[src/rtl/nic8_pkg.sv]
// Shared definitions for the nic8 fetch/decode slice: phase encoding and bus widths.
package nic8_pkg;

    localparam int ADDR_W = 8;
    localparam int DATA_W = 8;

    typedef enum logic {
        PHASE_FETCH = 1'b0,
        PHASE_EXEC  = 1'b1
    } phase_e;

endpackage

[src/rtl/pc_counter.sv]
// 8-bit program counter built as two cascaded nibble counters in the LS161 manner:
// synchronous active-low reset, parallel load with priority, and count enable.
module pc_counter
    import nic8_pkg::*;
#(
    parameter logic [ADDR_W-1:0] RESET_VAL = '0
) (
    input  logic              clk,
    input  logic              resetBar,
    input  logic              load,
    input  logic [ADDR_W-1:0] loadValue,
    input  logic              incEn,
    output logic [ADDR_W-1:0] count
);

    logic [3:0] loNibble_q;
    logic [3:0] loNibble_d;
    logic [3:0] hiNibble_q;
    logic [3:0] hiNibble_d;
    logic       loCarry;

    // Terminal count of the low nibble enables the high nibble, so FF+1 wraps to 00.
    assign loCarry = incEn && (loNibble_q == 4'hF);

    always_comb begin
        loNibble_d = loNibble_q;
        hiNibble_d = hiNibble_q;
        if (load) begin
            loNibble_d = loadValue[3:0];
            hiNibble_d = loadValue[7:4];
        end else begin
            if (incEn) begin
                loNibble_d = loNibble_q + 4'd1;
            end
            if (loCarry) begin
                hiNibble_d = hiNibble_q + 4'd1;
            end
        end
    end

    always_ff @(posedge clk) begin
        if (!resetBar) begin
            loNibble_q <= RESET_VAL[3:0];
            hiNibble_q <= RESET_VAL[7:4];
        end else begin
            loNibble_q <= loNibble_d;
            hiNibble_q <= hiNibble_d;
        end
    end

    assign count = {hiNibble_q, loNibble_q};

endmodule

[src/rtl/fetch_sequencer.sv]
// Instruction fetch / program-counter stage: alternates FETCH and EXEC, latches the
// instruction, steps the PC past immediates or loads jump targets, and flags self-loops.
module fetch_sequencer
    import nic8_pkg::*;
#(
    parameter logic [ADDR_W-1:0] RESET_PC = 8'h00
) (
    input  logic              clk,
    input  logic              resetBar,
    input  logic [DATA_W-1:0] romData,
    input  logic [DATA_W-1:0] dbus,
    input  logic              doJumpBar,
    input  logic              assertRom,
    output logic [ADDR_W-1:0] pc,
    output logic [DATA_W-1:0] ir,
    output logic              execPhase,
    output logic [ADDR_W-1:0] instrAddr,
    output logic              halted
);

    phase_e            phase_q;
    phase_e            phase_d;
    logic [DATA_W-1:0] ir_q;
    logic [DATA_W-1:0] ir_d;
    logic [ADDR_W-1:0] instrAddr_q;
    logic [ADDR_W-1:0] instrAddr_d;
    logic              halted_q;
    logic              halted_d;
    logic              pcLoad;
    logic              pcInc;
    logic [ADDR_W-1:0] pcCount;

    pc_counter #(
        .RESET_VAL (RESET_PC)
    ) u_pcCounter (
        .clk       (clk),
        .resetBar  (resetBar),
        .load      (pcLoad),
        .loadValue (dbus),
        .incEn     (pcInc),
        .count     (pcCount)
    );

    // A jump in EXEC also consumes any immediate, since the immediate is the target.
    always_comb begin
        phase_d     = phase_q;
        ir_d        = ir_q;
        instrAddr_d = instrAddr_q;
        halted_d    = halted_q;
        pcLoad      = 1'b0;
        pcInc       = 1'b0;
        unique case (phase_q)
            PHASE_FETCH: begin
                phase_d     = PHASE_EXEC;
                ir_d        = romData;
                instrAddr_d = pcCount;
                pcInc       = 1'b1;
            end
            PHASE_EXEC: begin
                phase_d = PHASE_FETCH;
                if (!doJumpBar) begin
                    pcLoad = 1'b1;
                    if (dbus == instrAddr_q) begin
                        halted_d = 1'b1;
                    end
                end else if (assertRom) begin
                    pcInc = 1'b1;
                end
            end
            default: begin
                phase_d = PHASE_FETCH;
            end
        endcase
    end

    always_ff @(posedge clk) begin
        if (!resetBar) begin
            phase_q     <= PHASE_FETCH;
            ir_q        <= '0;
            instrAddr_q <= '0;
            halted_q    <= 1'b0;
        end else begin
            phase_q     <= phase_d;
            ir_q        <= ir_d;
            instrAddr_q <= instrAddr_d;
            halted_q    <= halted_d;
        end
    end

    assign pc        = pcCount;
    assign ir        = ir_q;
    assign instrAddr = instrAddr_q;
    assign halted    = halted_q;
    assign execPhase = (phase_q == PHASE_EXEC);

endmodule

[config.mk]
export PLATFORM = sky130hd
export DESIGN_NAME = fetch_sequencer
export DESIGN_NICKNAME = d
export VERILOG_FILES = /design/src/rtl/nic8_pkg.sv /design/src/rtl/pc_counter.sv /design/src/rtl/fetch_sequencer.sv
export SDC_FILE = /design/constraint.sdc
export NUM_CORES = 1
export LEC_CHECK = 0
export CAP_MARGIN = 5
export CORE_ASPECT_RATIO = 0.7
export CORE_UTILIZATION = 43
export CTS_CLUSTER_SIZE = 25
export DETAILED_ROUTE_END_ITERATION = 10
export GPL_TIMING_DRIVEN = 0
export PLACE_DENSITY = 0.79
export SETUP_SLACK_MARGIN = 0.02
export SLEW_MARGIN = 5
export SYNTH_ARGS = -nofsm -noshare
export SYNTH_HDL_FRONTEND = slang
export SYNTH_HIERARCHICAL = 1
export SYNTH_SLANG_ARGS = --single-unit
export TNS_END_PERCENT = 50
[constraint.sdc]
create_clock -name clk -period 2.2 [get_ports clk]
set_input_delay 0.44 -clock clk [delete_from_list [all_inputs] [get_ports clk]]
set_output_delay 0.44 -clock clk [all_outputs]
set_load 0.02 [all_outputs]
==> impl_metrics.csv <==
group,metric,value,unit
run_status,status,"complete, no violations",
clock_tree,cts_tree,"yes",
drt,top_layer,"met4",
place,gp_congestion,0.6826,
setup_path,cp_max_fo,5,
global_route,grt_pass1_vias,905,
drt,drc,0,
floorplanning,die_w,64.68,um
clock_tree,cts.sinks,26,
power_and_ir_drop,ir_drop,0.4662,mV
timing,skew,4.093,ps
drt,vias_per_cell,5.010,
setup_path,worstSetupStartpointType,"flop",
synth,netlist_top_cells_area,"dfxtp_1 (44%), mux2i_1 (15%), nor2b_1 (9.0%), xnor2_1 (8.1%), o21ai_0 (3.4%)",
setup_path,cp_num_buf_inv,1,
synth,synth.avg_cell_area,10.28,um2
setup_path,cp.required,1760,ps
layout,diodes,0,
global_route,grt-ovfl-total,0,
clock_tree,hold_buffers,0,
synth,synth_common_cells,"dfxtp_1 (26), mux2i_1 (18), nor2b_1 (17)",
global_route,grt_max_degree,19,
clock_tree,cts_setup_buffers,0,
floorplanning,ioPinCount,46,
timing,drv_slew,0,
layout,drive_above_1_share,0.04878,
timing,worst_pin_slew,534.4,ps
clock_tree,cts_resized,0,
place,numPortBuffers,45,
synth,synth_edf_count,0,
timing,relSlewSlack,0.6426,
timing,finalCritPeriodShare,0.8334,
global_route,antenna_found_initial,0,
clock_tree,clk_pin_slew_worst_paths,90,ps
synth,synth_cell_type_count,23,
power_and_ir_drop,p_leak,0.6701,nW
power_and_ir_drop,power.density,672.2,nW/um2
global_route,globalRouteTotalUtil,0.1796,
layout,syn2layout_area_growth,47.73,%
synth,yosys.cell_count.top_type,"dfxtp_1",
global_route,grt_pass1_wl,3967,um
setup_path,critPathTopFamily,"buffers and inverters",
floorplanning,core-area,2534,um2
setup_path,setup.worst_path.class,"reg2out",
clock_tree,numCtsBuffers,3,
place,hpwl,1850,um
setup_path,rrSetupSlack,520,ps
synth,synth_area,1182,um2
layout,postLayoutCellArea,1747,um2
synth,synth_seq_cells,26,
layout,final_nets,187,
drt,wl_met2,1190,um
drt,wire_per_inst,12.49,um
synth,async_reset_ff_frac,0,
timing,fin_tns_setup,0,ps
min_path,hold_class,"reg2reg",
floorplanning,num_rows,15,
drt,wl,2473,um
synth,synth-main-ff-cell,"dfxtp_1",
setup_path,timing.critical_path.cells,"clkdlybuf4s50_1",
floorplanning,start_util,0.4667,
run,maxCapViolations,0,
drt,first_pass_iters,4,
floorplanning,dieArea,2967,um2
place,place_area,1675,um2
drt,ant_nets,0,
clock_tree,clockBufferDepth,2,
clock_tree,cts_root_buf,"clkbuf_8",
synth,synth_top_cell_area_share,0.4402,
clock_tree,insertion_delay,270,ps
setup_path,critPathSlowestCell,"clkdlybuf4s50_1",
timing,max_freq,0.5454,GHz
setup_path,slowest_delay,650,ps
timing,setup_violations,0,
timing,min_period,1833,ps
floorplanning,die_h,45.88,um
synth,synth_warnings,6,
synth,ys_seq_area_frac,0.4402,
drt,routed-via-count,992,
synth,synth_nets,137,
drt,drt_iter0_drc,18,
synth,syn_inst,115,
setup_path,end_kind,"output port",
drt,dr_wl_met3,189,um
clock_tree,htreeDepth,1,
timing,rsz0062_at_grt,"no",
synth,yosysTopAreaCell,"dfxtp_1",
drt,wl_met1,1082,um
layout,nFillCells,213,
setup_path,cp.arrival,1390,ps
timing,final-hold-violation-count,0,
-- power breakdown --
group,internal [W],leakage (nW),switching (W),total [W]
Sequential,0.000502,0.214,0.0000301,0.000532
Combinational,0.000138,0.421,0.000111,0.000249
Clock,0.000244,0.0357,0.000149,0.000393
Total,0.000884,0.670,0.000291,0.00117
-- final cells by class --
| type | instances | area, um2 | area share |
|---|---|---|---|
| plain buffers | 4 | 26.28 | 0.01504 |
| clock buffers | 3 | 41.29 | 0.02364 |
| flip-flops and latches | 26 | 520.5 | 0.2980 |
| multi-input cells | 83 | 628.1 | 0.3596 |
| well taps | 34 | 42.54 | 0.02436 |
| repair buffers | 45 | 450.4 | 0.2579 |
| inverters | 2 | 7.507 | 0.004298 |
| clock inverters | 1 | 30.03 | 0.01719 |
-- registers in the layout, indices dropped and copies added (netlist names) --
signal	count
execPhase	1
u_pcCounter/hiNibble_q	4
u_pcCounter/loNibble_q	4
ir	8
instrAddr	8
halted	1
-- logic make-up (layout without fill, tap and decap cells) --
group           Yosys count  after routing  share of synthesized area
flops                    26             26                     0.4402
simple gates             36             36                     0.1883
compound gates           15             15                    0.08042
xor+xnor                 12             12                    0.08889
mux                      18             18                     0.1524
fa+ha+maj                 2              2                    0.02116
buf+inv                   6             55                    0.02858
-- cell usage in the layout (no fill, tap or decap), types with 2 or more instances in the layout --
cell type,instances
clkdlybuf4s50_1,45
dfxtp_1,26
mux2i_1,18
nor2b_1,17
xnor2_1,11
o21ai_0,8
nand2_1,6
nand3_1,3
clkbuf_8,3
clkbuf_1,2
nand4_1,2
nand2b_1,2
o211a_1,2
inv_1,2
or3_1,2
a31oi_1,2
and2_1,2
a21oi_1,2
ha_1,2
-- worst paths after layout --
check,from,to,cells past startpoint
max,u_pcCounter/loNibble_q[2]$_SDFFE_PN0P_,pc[2],1
min,halted$_SDFFE_PN0P_,halted$_SDFFE_PN0P_,2
max reg2reg,execPhase$_SDFF_PN0_,u_pcCounter/hiNibble_q[3]$_SDFFE_PN0P_,6
min reg2reg,halted$_SDFFE_PN0P_,halted$_SDFFE_PN0P_,2
-- per-layer routing --
layer | vias up | track usage
met2 | 36 | 0.3411
met4 | 0 | 0.02667
met3 | 3 | 0.06750
met1 | 461 | 0.1988
met5 | - | 0
li1 | 492 | -
-- through the flow --
stage / hold WS [ps] / std cells / setup slack [ps] / power, W / utilization
after global routing: 504.1 / 198 / 316.5 / 0.001232 / 0.6894
after floorplan: 546.7 / 115 / 570.6 / 0.0006723 / -
after detailed placement: 448.1 / 194 / 223.4 / 0.0007934 / 0.6612
after CTS: 470.1 / 198 / 364.9 / 0.001189 / 0.6894
after global placement: 445.2 / 194 / 255.9 / 0.0007871 / 0.6612
final: 468.7 / 198 / 366.5 / 0.001174 / 0.6894
Power figures use the tool's default switching activity.
